<file path="src/rtl/mips_multicycle_control.sv">
// mips_multicycle_control: Moore main-control FSM for the multicycle MIPS datapath.
// Optional macro ADDI_EN adds the addi instruction (states ADDI_EX/ADDI_WB).
`default_nettype none

module mips_multicycle_control #(
    parameter int OPC_W = 6,
    parameter int ST_W  = 4
) (
    input  logic             clk,
    input  logic             rst_n,
    input  logic [0:OPC_W-1] opcode,
    input  logic             zero,
    input  logic             memReady,
    output logic [0:1]       OpALU,
    output logic             ALUSrcA,
    output logic [0:1]       ALUSrcB,
    output logic [0:1]       PCSource,
    output logic             IorD,
    output logic             MemRead,
    output logic             MemWrite,
    output logic             IRWrite,
    output logic             MemtoReg,
    output logic             RegWrite,
    output logic             RegDst,
    output logic             PCWrite,
    output logic             PCWriteCond,
    output logic             pcEn,
    output logic             illegalOp,
    output logic [0:ST_W-1]  state
);

    typedef enum logic [ST_W-1:0] {
        FETCH    = ST_W'(0),
        DECODE   = ST_W'(1),
        MEMADR   = ST_W'(2),
        MEMREAD  = ST_W'(3),
        MEMWB    = ST_W'(4),
        MEMWRITE = ST_W'(5),
        EXEC     = ST_W'(6),
        RWB      = ST_W'(7),
        BRANCH   = ST_W'(8),
        JUMP     = ST_W'(9),
        ADDI_EX  = ST_W'(10),
        ADDI_WB  = ST_W'(11)
    } state_t;

    localparam logic [OPC_W-1:0] OP_LW   = OPC_W'(6'b100011);
    localparam logic [OPC_W-1:0] OP_SW   = OPC_W'(6'b101011);
    localparam logic [OPC_W-1:0] OP_RTYP = OPC_W'(6'b000000);
    localparam logic [OPC_W-1:0] OP_BEQ  = OPC_W'(6'b000100);
    localparam logic [OPC_W-1:0] OP_J    = OPC_W'(6'b000010);
    localparam logic [OPC_W-1:0] OP_ADDI = OPC_W'(6'b001000);

    state_t state_q;
    state_t state_d;

    always_ff @(posedge clk or negedge rst_n) begin
        if (!rst_n) begin
            state_q <= FETCH;
        end else begin
            state_q <= state_d;
        end
    end

    assign state = state_q;

    // Outputs are gated by rst_n so no enable survives the instant reset asserts.
    always_comb begin
        state_d     = FETCH;
        OpALU       = 2'b00;
        ALUSrcA     = 1'b0;
        ALUSrcB     = 2'b00;
        PCSource    = 2'b00;
        IorD        = 1'b0;
        MemRead     = 1'b0;
        MemWrite    = 1'b0;
        IRWrite     = 1'b0;
        MemtoReg    = 1'b0;
        RegWrite    = 1'b0;
        RegDst      = 1'b0;
        PCWrite     = 1'b0;
        PCWriteCond = 1'b0;
        illegalOp   = 1'b0;
        case (state_q)
            FETCH: begin
                MemRead = 1'b1;
                ALUSrcB = 2'b01;
                IRWrite = memReady;
                PCWrite = memReady;
                state_d = memReady ? DECODE : FETCH;
            end
            DECODE: begin
                ALUSrcB = 2'b11;
                case (opcode)
                    OP_LW, OP_SW: state_d = MEMADR;
                    OP_RTYP:      state_d = EXEC;
                    OP_BEQ:       state_d = BRANCH;
                    OP_J:         state_d = JUMP;
`ifdef ADDI_EN
                    OP_ADDI:      state_d = ADDI_EX;
`endif
                    default: begin
                        illegalOp = 1'b1;
                        state_d   = FETCH;
                    end
                endcase
            end
            MEMADR: begin
                ALUSrcA = 1'b1;
                ALUSrcB = 2'b10;
                if (opcode == OP_SW) begin
                    state_d = MEMWRITE;
                end else if (opcode == OP_LW) begin
                    state_d = MEMREAD;
                end else begin
                    state_d = FETCH;
                end
            end
            MEMREAD: begin
                MemRead = 1'b1;
                IorD    = 1'b1;
                state_d = memReady ? MEMWB : MEMREAD;
            end
            MEMWB: begin
                RegWrite = 1'b1;
                MemtoReg = 1'b1;
            end
            MEMWRITE: begin
                IorD     = 1'b1;
                MemWrite = memReady;
                state_d  = memReady ? FETCH : MEMWRITE;
            end
            EXEC: begin
                ALUSrcA = 1'b1;
                OpALU   = 2'b10;
                state_d = RWB;
            end
            RWB: begin
                RegWrite = 1'b1;
                RegDst   = 1'b1;
            end
            BRANCH: begin
                ALUSrcA     = 1'b1;
                OpALU       = 2'b01;
                PCWriteCond = 1'b1;
                PCSource    = 2'b01;
            end
            JUMP: begin
                PCWrite  = 1'b1;
                PCSource = 2'b10;
            end
`ifdef ADDI_EN
            ADDI_EX: begin
                ALUSrcA = 1'b1;
                ALUSrcB = 2'b10;
                state_d = ADDI_WB;
            end
            ADDI_WB: begin
                RegWrite = 1'b1;
            end
`endif
            default: begin
                state_d = FETCH;
            end
        endcase
        if (!rst_n) begin
            OpALU       = 2'b00;
            ALUSrcA     = 1'b0;
            ALUSrcB     = 2'b00;
            PCSource    = 2'b00;
            IorD        = 1'b0;
            MemRead     = 1'b0;
            MemWrite    = 1'b0;
            IRWrite     = 1'b0;
            MemtoReg    = 1'b0;
            RegWrite    = 1'b0;
            RegDst      = 1'b0;
            PCWrite     = 1'b0;
            PCWriteCond = 1'b0;
            illegalOp   = 1'b0;
        end
        pcEn = PCWrite | (PCWriteCond & zero);
    end

endmodule

`default_nettype wire

</file>
<file path="config.mk">
export PLATFORM = sky130hd
export DESIGN_NAME = mips_multicycle_control
export DESIGN_NICKNAME = d
export VERILOG_FILES = /design/src/rtl/mips_multicycle_control.sv
export SDC_FILE = /design/constraint.sdc
export NUM_CORES = 1
export LEC_CHECK = 0
export CAP_MARGIN = 20
export CELL_PAD_IN_SITES_DETAIL_PLACEMENT = 1
export CELL_PAD_IN_SITES_GLOBAL_PLACEMENT = 1
export CORE_UTILIZATION = 40
export DETAILED_ROUTE_END_ITERATION = 8
export DONT_BUFFER_PORTS = 1
export PLACE_DENSITY_LB_ADDON = 0.1
export SLEW_MARGIN = 20
export SYNTH_ARGS = -nofsm -noshare
export SYNTH_HDL_FRONTEND = slang
export SYNTH_SLANG_ARGS = --single-unit
</file>
<file path="constraint.sdc">
create_clock -name clk -period 2.05 [get_ports clk]
set_input_delay 0.5125 -clock clk [delete_from_list [all_inputs] [get_ports clk]]
set_output_delay 0.5125 -clock clk [all_outputs]
set_load 0.1 [all_outputs]
</file>
==> qor.yml, run 1 <==
synthesis:
  synth_warnings: 0
  yosys-top-cells-area: "dfrtp_1 18%, nor2b_1 7.7%, nor2_1 5.3%, nor3b_1 5.3%, and3_1 4.4%"
  synth_flop_cell: "dfrtp_1"
  synth_nets: 83
  ys_top_cells_by_count: "8 x nor2_1, 7 x nor2b_1, 5 x nand2_1"
  syn_area_um2: 567
  synthMuxAreaShare_pct: 0
  synth_top_area_share_pct: 17.7
  yosys.area.top_type: "dfrtp_1"
  avgSynthCellArea_um2: 7.76
  synth-edff-count: 0
  ys_ff_latch: 4
  seq_area_frac_synth_pct: 17.7
  synth_compound_area_share_pct: 13.2
  yosys.area_share.simple_pct: 58.5
  yosysUniqueCellTypes: 34
  synth_xor_xnor_area_share_pct: 3.09
  synth.most_common_cell: "nor2_1"
  synth_fa_ha_area_share_pct: 0
  synthArstFlopShare_pct: 100
  syn_inst: 73
  synth_top_family_by_area: "simple AND/OR/NAND/NOR gates"
run_status:
  status: "aborted with a tool error"
  failing_step: "detailed placement (3_5_place_dp)"
  error_line: "[ERROR DPL-0033] detailed placement checks failed during check placement."
placed_design:
  portBuffers: 0
  gp_congestion: 0.799
  post-dp-hpwl_um: 1880
floorplanning:
  io_pins: 32
  rows: 13
  start_util_pct: 43.0
  die_y_um: 39.6
  die_w_um: 39.6
## kinds of logic after synthesis
family | count (synthesis)
flops | 4
simple gates | 49
xor+xnor | 2
buf+inv | 8
compound gates | 10
## stage by stage
stage          area [µm²]  hold slack [ns]  TNS (ns)
3_3_place_gp         1040            0.217         0
2_1_floorplan         727            0.217     -5.35
==> run 2, diff against run 1 <==
CELL_PAD_IN_SITES_DETAIL_PLACEMENT = unset   (was 1)
CELL_PAD_IN_SITES_GLOBAL_PLACEMENT = unset   (was 1)
CORE_AREA = 2 2 63 65   (was unset)
CORE_UTILIZATION = unset   (was 40)
DIE_AREA = 0 0 65 67   (was unset)
PLACE_DENSITY_LB_ADDON = 0.15   (was 0.1)
==> run 2 against run 1 <==
  * The flow now finishes, with violations (negative setup slack)
  * Synthesized cell count is the same
  * Synthesized area is the same
==> qor.yml, run 2 <==
run_status:
  status: "complete, but fails checks"
  violations: "negative setup slack"
worst_setup_path:
  required_ns: 1.54
  rrSetupSlack_ns: 0.17
  reg2reg_to: "state[1]"
  endpoint_kind: "output pin"
  crit_fanout: 4
  r2r_cells: 6
  startpoint_type: "flop"
  reg2reg_from: "state[2]"
  crit_type: "flop to output pin"
  crit_arrival_ns: 1.67
floorplanning:
  die-area_um2: 4360
  coreArea_um2: 3610
  die_y_um: 67
  die_w_um: 65
  io_pins: 32
  rows: 22
  start_util_pct: 15.7
sta:
  drv_slew: 0
  hold_viol: 0
  max_slew.worst_pin.slew_ns: 0.353
  fin_ws_ns: -0.135
  setup_viol: 11
  finalCritPeriodShare_pct: 107
  fin_crit_ns: 2.19
  maxSlewHeadroom_pct: 76.2
  max_freq_mhz: 458
  tns_ns: -0.868
  grt_setup_unrepaired: "true"
  skew_ns: 0.00157
drt:
  vias: 694
  via_per_inst: 4.39
  drc: 0
  firstDrtPassIters: 4
  drt-initial-drc-count: 8
  wl_um: 2000
  ant_nets: 0
  wl_per_cell_um: 12.7
synthesis:
  seq_area_frac_synth_pct: 17.7
  synthMuxAreaShare_pct: 0
  synth_warnings: 0
  synth_nets: 83
  avgSynthCellArea_um2: 7.76
  synth_top_area_share_pct: 17.7
  synthArstFlopShare_pct: 100
  yosys-top-cells-area: "dfrtp_1 18%, nor2b_1 7.7%, nor2_1 5.3%, nor3b_1 5.3%, and3_1 4.4%"
  synth_top_family_by_area: "simple AND/OR/NAND/NOR gates"
  syn_area_um2: 567
  ys_top_cells_by_count: "8 x nor2_1, 7 x nor2b_1, 5 x nand2_1"
  yosysUniqueCellTypes: 34
  yosys.area_share.simple_pct: 58.5
  synth-edff-count: 0
  synth_flop_cell: "dfrtp_1"
  syn_inst: 73
  synth.most_common_cell: "nor2_1"
  ys_ff_latch: 4
  synth_xor_xnor_area_share_pct: 3.09
  yosys.area.top_type: "dfrtp_1"
  synth_compound_area_share_pct: 13.2
  synth_fa_ha_area_share_pct: 0
layout:
  antenna_cells: 0
  mostFrequentLayoutCells: "18 x buf_4, 14 x buf_12, 5 x nor2_4, 5 x buf_6, 4 x dfrtp_4"
  area_growth_pct: 138
  largest_register_ffs: 4
  layout_commonest_cell: "buf_4"
  final_nets: 122
  drive_gt1_share_pct: 71.8
run:
  maxCapViolCount: 0
worst_hold_path:
  min_path_cells: 1
  hp-class: "primary input to flop"
  holdPathEnd: "state[2]"
  hp-start: "opcode[2]"
global_routing:
  grt_pass1_vias: 701
  grt_max_degree: 9
  grt_first_pass_wirelength_um: 3260
  grt_antenna_before_repair: 0
  overflow: 0
  grt_usage_pct: 9.80
cts:
  cts.sinks: 4
  cts_tree: "done"
  clk_latency_ns: 0.21
  cts_buffers: 3
  clk_pin_slew_worst_paths_ns: 0.03
  htree_levels: 1
  cts_max_path_buffers: 2
  root_buffer: "clkbuf_8"
placed_design:
  gp_congestion: 0.829
  portBuffers: 0
  post-dp-hpwl_um: 1450
pwr:
  powerDensity_nw_per_um2: 413
  irDropWorstVdd_v: 0.000198
  power_uw: 557
  p_leak_uw: 0.000537
==> run 2: cell counts after synthesis <==
Identical to the previous run, type by type.
==> run 2: how the worst max path moves through the flow <==
stage / start / cells past startpoint / endpoint / slack, ns
detailed placement: rst_n / 3 / PCWriteCond / 0.06
global placement: rst_n / 3 / PCWriteCond / 0.07
floorplan: state[1] / 3 / pcEn / -0.82
finish: state[2] / 3 / pcEn / -0.14
global route: state[2] / 3 / pcEn / -0.19
CTS: state[1] / 3 / PCWriteCond / -0.14
==> run 2: kinds of logic (layout without fill, tap and decap cells) <==
family	count (synthesis)	count (layout)
XOR/XNOR	2	2
buffers and inverters	8	45
AND/OR/NAND/NOR	49	49
flip-flops	4	4
AO/OA/AOI/OAI	10	10
==> run 2: worst max-delay path: stages (launching register included) <==
cell and delay [ns]:
dfrtp_4 0.48, or3b_4 0.44, nor3_4 0.21, a21o_4 0.32
==> run 2: final cells by class <==
class / instances / area (µm²)
Fill cell: 369 / 2260
Multi-Input combinational cell: 61 / 602
Timing Repair Buffer: 40 / 522
Sequential cell: 4 / 115
Tap cell: 48 / 60.1
Clock buffer: 3 / 41.3
Inverter: 2 / 7.51
==> run 2: metrics by stage <==
| stage | worst slack, ns | utilization (%) | hold WS (ns) | instances | area (µm²) |
|---|---|---|---|---|---|
| floorplan | -0.819 | - | 0.217 | 73 | 727 |
| global placement | 0.0680 | 29.7 | 0.217 | 140 | 1070 |
| detailed placement | 0.0598 | 29.7 | 0.217 | 140 | 1070 |
| CTS | -0.144 | 35.7 | 0.415 | 155 | 1290 |
| global route | -0.188 | 37.4 | 0.418 | 158 | 1350 |
| finish | -0.135 | 37.4 | 0.419 | 158 | 1350 |
==> run 2: layer usage <==
metal  up-vias  track usage, %  part of all wire (%)
met4         0            3.19                     0
met5         -               0                     0
met3         0            2.03                   5.1
met2        21            16.5                    51
met1       323            12.4                    44
li1        350               -                     -
==> run 2: report_power, final <==
part | internal [µW] | total (µW) | switching (µW)
logic | 121 | 304 | 184
clock network | 125 | 162 | 37.5
registers | 84.7 | 90.2 | 5.45
==> run 2: what timing repair did <==
item / CTS / global route
endpoints found under the setup margin: 12 / 15
pin swaps: 8 / 8
endpoints found under the hold margin: 4 / 0
gates resized for setup: 20 / 12
setup buffers: 11 / 3
hold buffers: 1 / 0
Power figures use the tool's default switching activity.
==> run 3, diff against run 2 <==
CORE_AREA = 3 3 64 66   (was 2 2 63 65)
DIE_AREA = 0 0 67 69   (was 0 0 65 67)
==> run 3 against run 2 <==
  * Global-route usage is 1.3 points lower
  * Setup slack better by 0.016 ns
  * Sequential cell count stayed put
  * Critical path type unchanged
  * Register-to-register slack better by 0.03 ns
  * Maximum frequency is 0.75% higher
  * Power is 3.0% lower
  * First-iteration DRC count grew to 3.3 times the previous value
  * The run still ends with negative setup slack left
  * Combinational power is 5% lower
  * Core utilization is 2.9 points lower
  * Sequential power is 2% lower
==> qor.yml, run 3 (synthesis results as in run 2) <==
sta:
  hold_viol: 0
  max_freq_mhz: 461
  skew_ns: 0.00246
  holdWs_ns: 0.423
  setup_viol: 10
  max_slew.worst_pin.slew_ns: 0.387
  fin_ws_ns: -0.119
  maxSlewHeadroom_pct: 74.0
  fin_crit_ns: 2.17
  finalCritPeriodShare_pct: 106
  tns_ns: -0.650
  grt_setup_unrepaired: "true"
  drv_slew: 0
layout:
  utilization_pct: 34.4
  antenna_cells: 0
  final_area_um2: 1250
  area_growth_pct: 121
  final_nets: 117
  largest_register_ffs: 4
  drive_gt1_share_pct: 67.6
  mostFrequentLayoutCells: "16 x buf_4, 12 x buf_12, 5 x buf_6"
  layout_commonest_cell: "buf_4"
  fillers: 395
worst_setup_path:
  endpoint_kind: "output pin"
  crit_path_top_delay_cell: "dfrtp_4"
  crit_chain: "or3b_4, nor3_4, clkbuf_16"
  crit_arrival_ns: 1.66
  max_stage_delay_ns: 0.46
  startpoint_type: "flop"
  crit_type: "flop to output pin"
  worst_path_dominant_cell_family: "simple AND/OR/NAND/NOR gates"
  required_ns: 1.54
  crit_fanout: 4
  crit_buf_inv: 1
placed_design:
  post-dp-hpwl_um: 1470
  gp_congestion: 0.731
  placed_area_um2: 1080
  dp_slack_ns: 0.0504
  portBuffers: 0
cts:
  cts_max_path_buffers: 2
  cts_buffers: 3
  cts.sinks: 4
  cts_tree: "done"
  clk_latency_ns: 0.21
  root_buffer: "clkbuf_8"
  htree_levels: 1
  clk_pin_slew_worst_paths_ns: 0.03
drt:
  drt-initial-drc-count: 26
  vias: 676
  via_per_inst: 4.42
  wl_um: 1940
  ant_nets: 0
  drc: 0
  wl_per_cell_um: 12.7
  firstDrtPassIters: 2
floorplanning:
  io_pins: 32
  die_w_um: 67
  die_y_um: 69
  die-area_um2: 4620
  start_util_pct: 15.6
  coreArea_um2: 3630
  rows: 22
global_routing:
  grt_max_degree: 15
  grt_pass1_vias: 660
  grt_antenna_before_repair: 0
  overflow: 0
  grt_first_pass_wirelength_um: 3080
  grt_usage_pct: 8.49
pwr:
  p_sw_share_pct: 41.1
  pwr-share-seq_pct: 16.3
  powerDensity_nw_per_um2: 432
  p_int_uw: 318
  comb_power_share_pct: 53.6
  irDropWorstVdd_v: 0.000185
  power.clock.fraction_pct: 30.0
  p_leak_uw: 0.000501
  power.net_switching_uw: 222
run:
  maxCapViolCount: 0
run_status:
  violations: "negative setup slack"
  status: "complete, but fails checks"
worst_hold_path:
  hp-class: "primary input to flop"
==> run 3: cell count changes in the layout (fill, tap and decap cells not counted), sizes merged <==
cell  before  now
buf       38   33
==> run 3: power groups by stage <==
stage | Clock, µW | Combinational [µW] | Sequential (µW)
CTS | 165 | 273 | 91.2
detailed placement | 0 | 262 | 92.3
global placement | 0 | 262 | 92.2
global route | 172 | 301 | 88.9
floorplan | 0 | 178 | 112
finish | 162 | 290 | 88.2
==> run 3: metal layers <==
layer	up-vias	GRT usage [%]	part of all wire [%]
met2	20	12.2	46
li1	336	-	-
met4	0	2.70	0
met3	0	3.09	8.9
met5	-	0	0
met1	320	11.6	45
==> run 3: layout make-up <==
type / count / area, µm² / share of cell area [%]
Timing Repair Buffer: 35 / 452 / 36.1
Tap cell: 48 / 60.1 / 4.80
Multi-Input combinational cell: 61 / 576 / 46.0
Sequential cell: 4 / 115 / 9.20
Clock buffer: 3 / 41.3 / 3.30
Inverter: 2 / 7.51 / 0.600
==> run 3: worst paths after layout <==
kind / start / to / slack [ns] / depth (start not counted)
setup / recovery: state[2] / PCWriteCond / -0.12 / 3
hold / removal: opcode[2] / state[2] / 0.42 / 1
setup reg to reg: state[2] / state[1] / 0.20 / 5
hold reg to reg: state[0] / state[0] / 0.77 / 4
max in group asynchronous: rst_n / state[1] / 1.24 / 1
min in group asynchronous: rst_n / state[3] / 0.59 / 1
==> run 3: timing repair <==
action	in CTS	in global routing
setup endpoints to repair	12	17
setup buffers	4	4
hold buffers	1	0
hold endpoints to repair	4	0
pin swaps	8	9
resized for setup	10	8
==> run 3: per-stage QoR <==
step / total power [µW] / cells
6_report: 540 / 153
3_3_place_gp: 354 / 141
4_1_cts: 529 / 149
5_1_grt: 562 / 153
3_5_place_dp: 355 / 141
2_1_floorplan: 290 / 73
==> run 4, diff against run 3 <==
clock period = 2.75 ns   (was 2.05 ns; I/O delays follow)
==> run 4 against run 3 <==
  * The flow now finishes without violations
  * Count of clock-buffer cells in the layout stayed put
  * Clock power is 26% lower
  * Global-route usage is 0.14 points lower
  * Via count is 11% lower
  * Critical endpoint is now IRWrite
==> qor.yml, run 4 (synthesis results as in run 2) <==
run_status:
  status: "completed"
sta:
  grt_setup_unrepaired: "false"
  setup_viol: 0
  drv_slew: 0
  max_freq_mhz: 391
  tns_ns: 0
  fin_crit_ns: 2.56
  hold_viol: 0
  skew_ns: 0.000795
  finalCritPeriodShare_pct: 93.0
  maxSlewHeadroom_pct: 66.5
  max_slew.worst_pin.slew_ns: 0.505
placed_design:
  placed_cells: 133
  post-dp-hpwl_um: 1430
  gp_congestion: 0.742
  portBuffers: 0
drt:
  firstDrtPassIters: 4
  met3WireLength_um: 91
  via_per_inst: 4.45
  vias: 605
  highest_layer: "met3"
  wl_met1_um: 761
  drc: 0
  drt-initial-drc-count: 4
  ant_nets: 0
  wl_per_cell_um: 13.2
  wl_um: 1800
  wl_met2_um: 945
layout:
  drive_gt1_share_pct: 47.7
  fillers: 406
  area_growth_pct: 73.3
  final_cells: 136
  final_nets: 100
  antenna_cells: 0
  layout_commonest_cell: "buf_4"
  multi_input_area_um2: 518
  mostFrequentLayoutCells: "10 x buf_4, 7 x buf_12, 6 x nor2b_1, 5 x nand2_1, 4 x nor2_1"
  regArea_um2: 113
  largest_register_ffs: 4
cts:
  cts_max_path_buffers: 2
  clk_latency_ns: 0.21
  post_cts_resize_count: 0
  postCtsSetupBuffers: 0
  cts_tree: "done"
  cts_buffers: 3
  clk_pin_slew_worst_paths_ns: 0.03
  root_buffer: "clkbuf_8"
  ctsHoldBuffers: 0
  htree_levels: 1
  cts.sinks: 4
floorplanning:
  start_util_pct: 15.6
  coreArea_um2: 3630
  die_w_um: 67
  rows: 22
  io_pins: 32
  die-area_um2: 4620
  die_y_um: 69
global_routing:
  grt_pass1_vias: 646
  grt_antenna_before_repair: 0
  overflow: 0
  grt_usage_pct: 8.35
  grt_max_degree: 21
  grt_first_pass_wirelength_um: 3080
worst_setup_path:
  startpoint_type: "flop"
  endpoint_kind: "output pin"
  crit_fanout: 13
  crit_arrival_ns: 1.87
  required_ns: 2.06
  crit_type: "flop to output pin"
  reg2reg_from: "state[3]"
  crit_start: "state[0]"
pwr:
  powerDensity_nw_per_um2: 369
  power.clock.fraction_pct: 33.2
  pwr-share-seq_pct: 21.8
  p_sw_share_pct: 42.9
  p_leak_uw: 0.000387
  p_int_uw: 207
  power.net_switching_uw: 155
  comb_power_share_pct: 45.0
  irDropWorstVdd_v: 0.000160
worst_hold_path:
  hp-class: "primary input to asynchronous set/reset pin"
run:
  maxCapViolCount: 0
==> run 4: final timing paths <==
check                           endpoint  slack (ns)  cells after the start
worst min register to register  state[0]        0.70                      3
min in group clk                state[1]        0.61                      1
worst min-delay path            state[0]        0.17                      0
worst max-delay path             IRWrite        0.19                      4
worst max register to register  state[1]        0.85                      4
max in group asynchronous       state[1]        2.50                      0
==> run 4: per-layer routing <==
layer | vias up | track usage, %
met5 | - | 0
met4 | 0 | 3.38
met3 | 0 | 1.30
met2 | 15 | 13.9
met1 | 289 | 10.5
li1 | 301 | -
==> run 4: through the flow <==
step           area (µm²)  power (µW)  hold slack [ns]  utilization, %  worst slack, ns
2_1_floorplan         686         207            0.392               -           -0.294
3_3_place_gp          941         243            0.392            25.9            0.342
3_5_place_dp          941         244            0.392            25.9            0.341
4_1_cts               982         367            0.166            27.0            0.176
5_1_grt               982         379            0.159            27.0           0.0713
6_report              982         362            0.171            27.0            0.194
==> run 4: critical path, cell delays in order (launching register included) <==
cell and delay (ns):
dfrtp_4 0.65, nor2_2 0.20, nand2_1 0.20, nor4b_4 0.37, buf_12 0.22
==> run 4: power by group through the flow <==
| stage | Sequential [µW] | Clock [µW] | Combinational [µW] |
|---|---|---|---|
| 6_report | 79.0 | 120 | 163 |
| 5_1_grt | 80.7 | 129 | 169 |
| 4_1_cts | 79.4 | 123 | 164 |
| 3_5_place_dp | 80.2 | 0 | 163 |
| 3_3_place_gp | 79.8 | 0 | 163 |
| 2_1_floorplan | 82.1 | 0 | 125 |
==> run 4: final cells by class <==
cell class	instances	share of cell area (%)
clock buffers	3	4.20
inverters	2	0.764
multi-input cells	61	52.7
flip-flops and latches	4	11.5
well taps	48	6.11
repair buffers	18	24.7
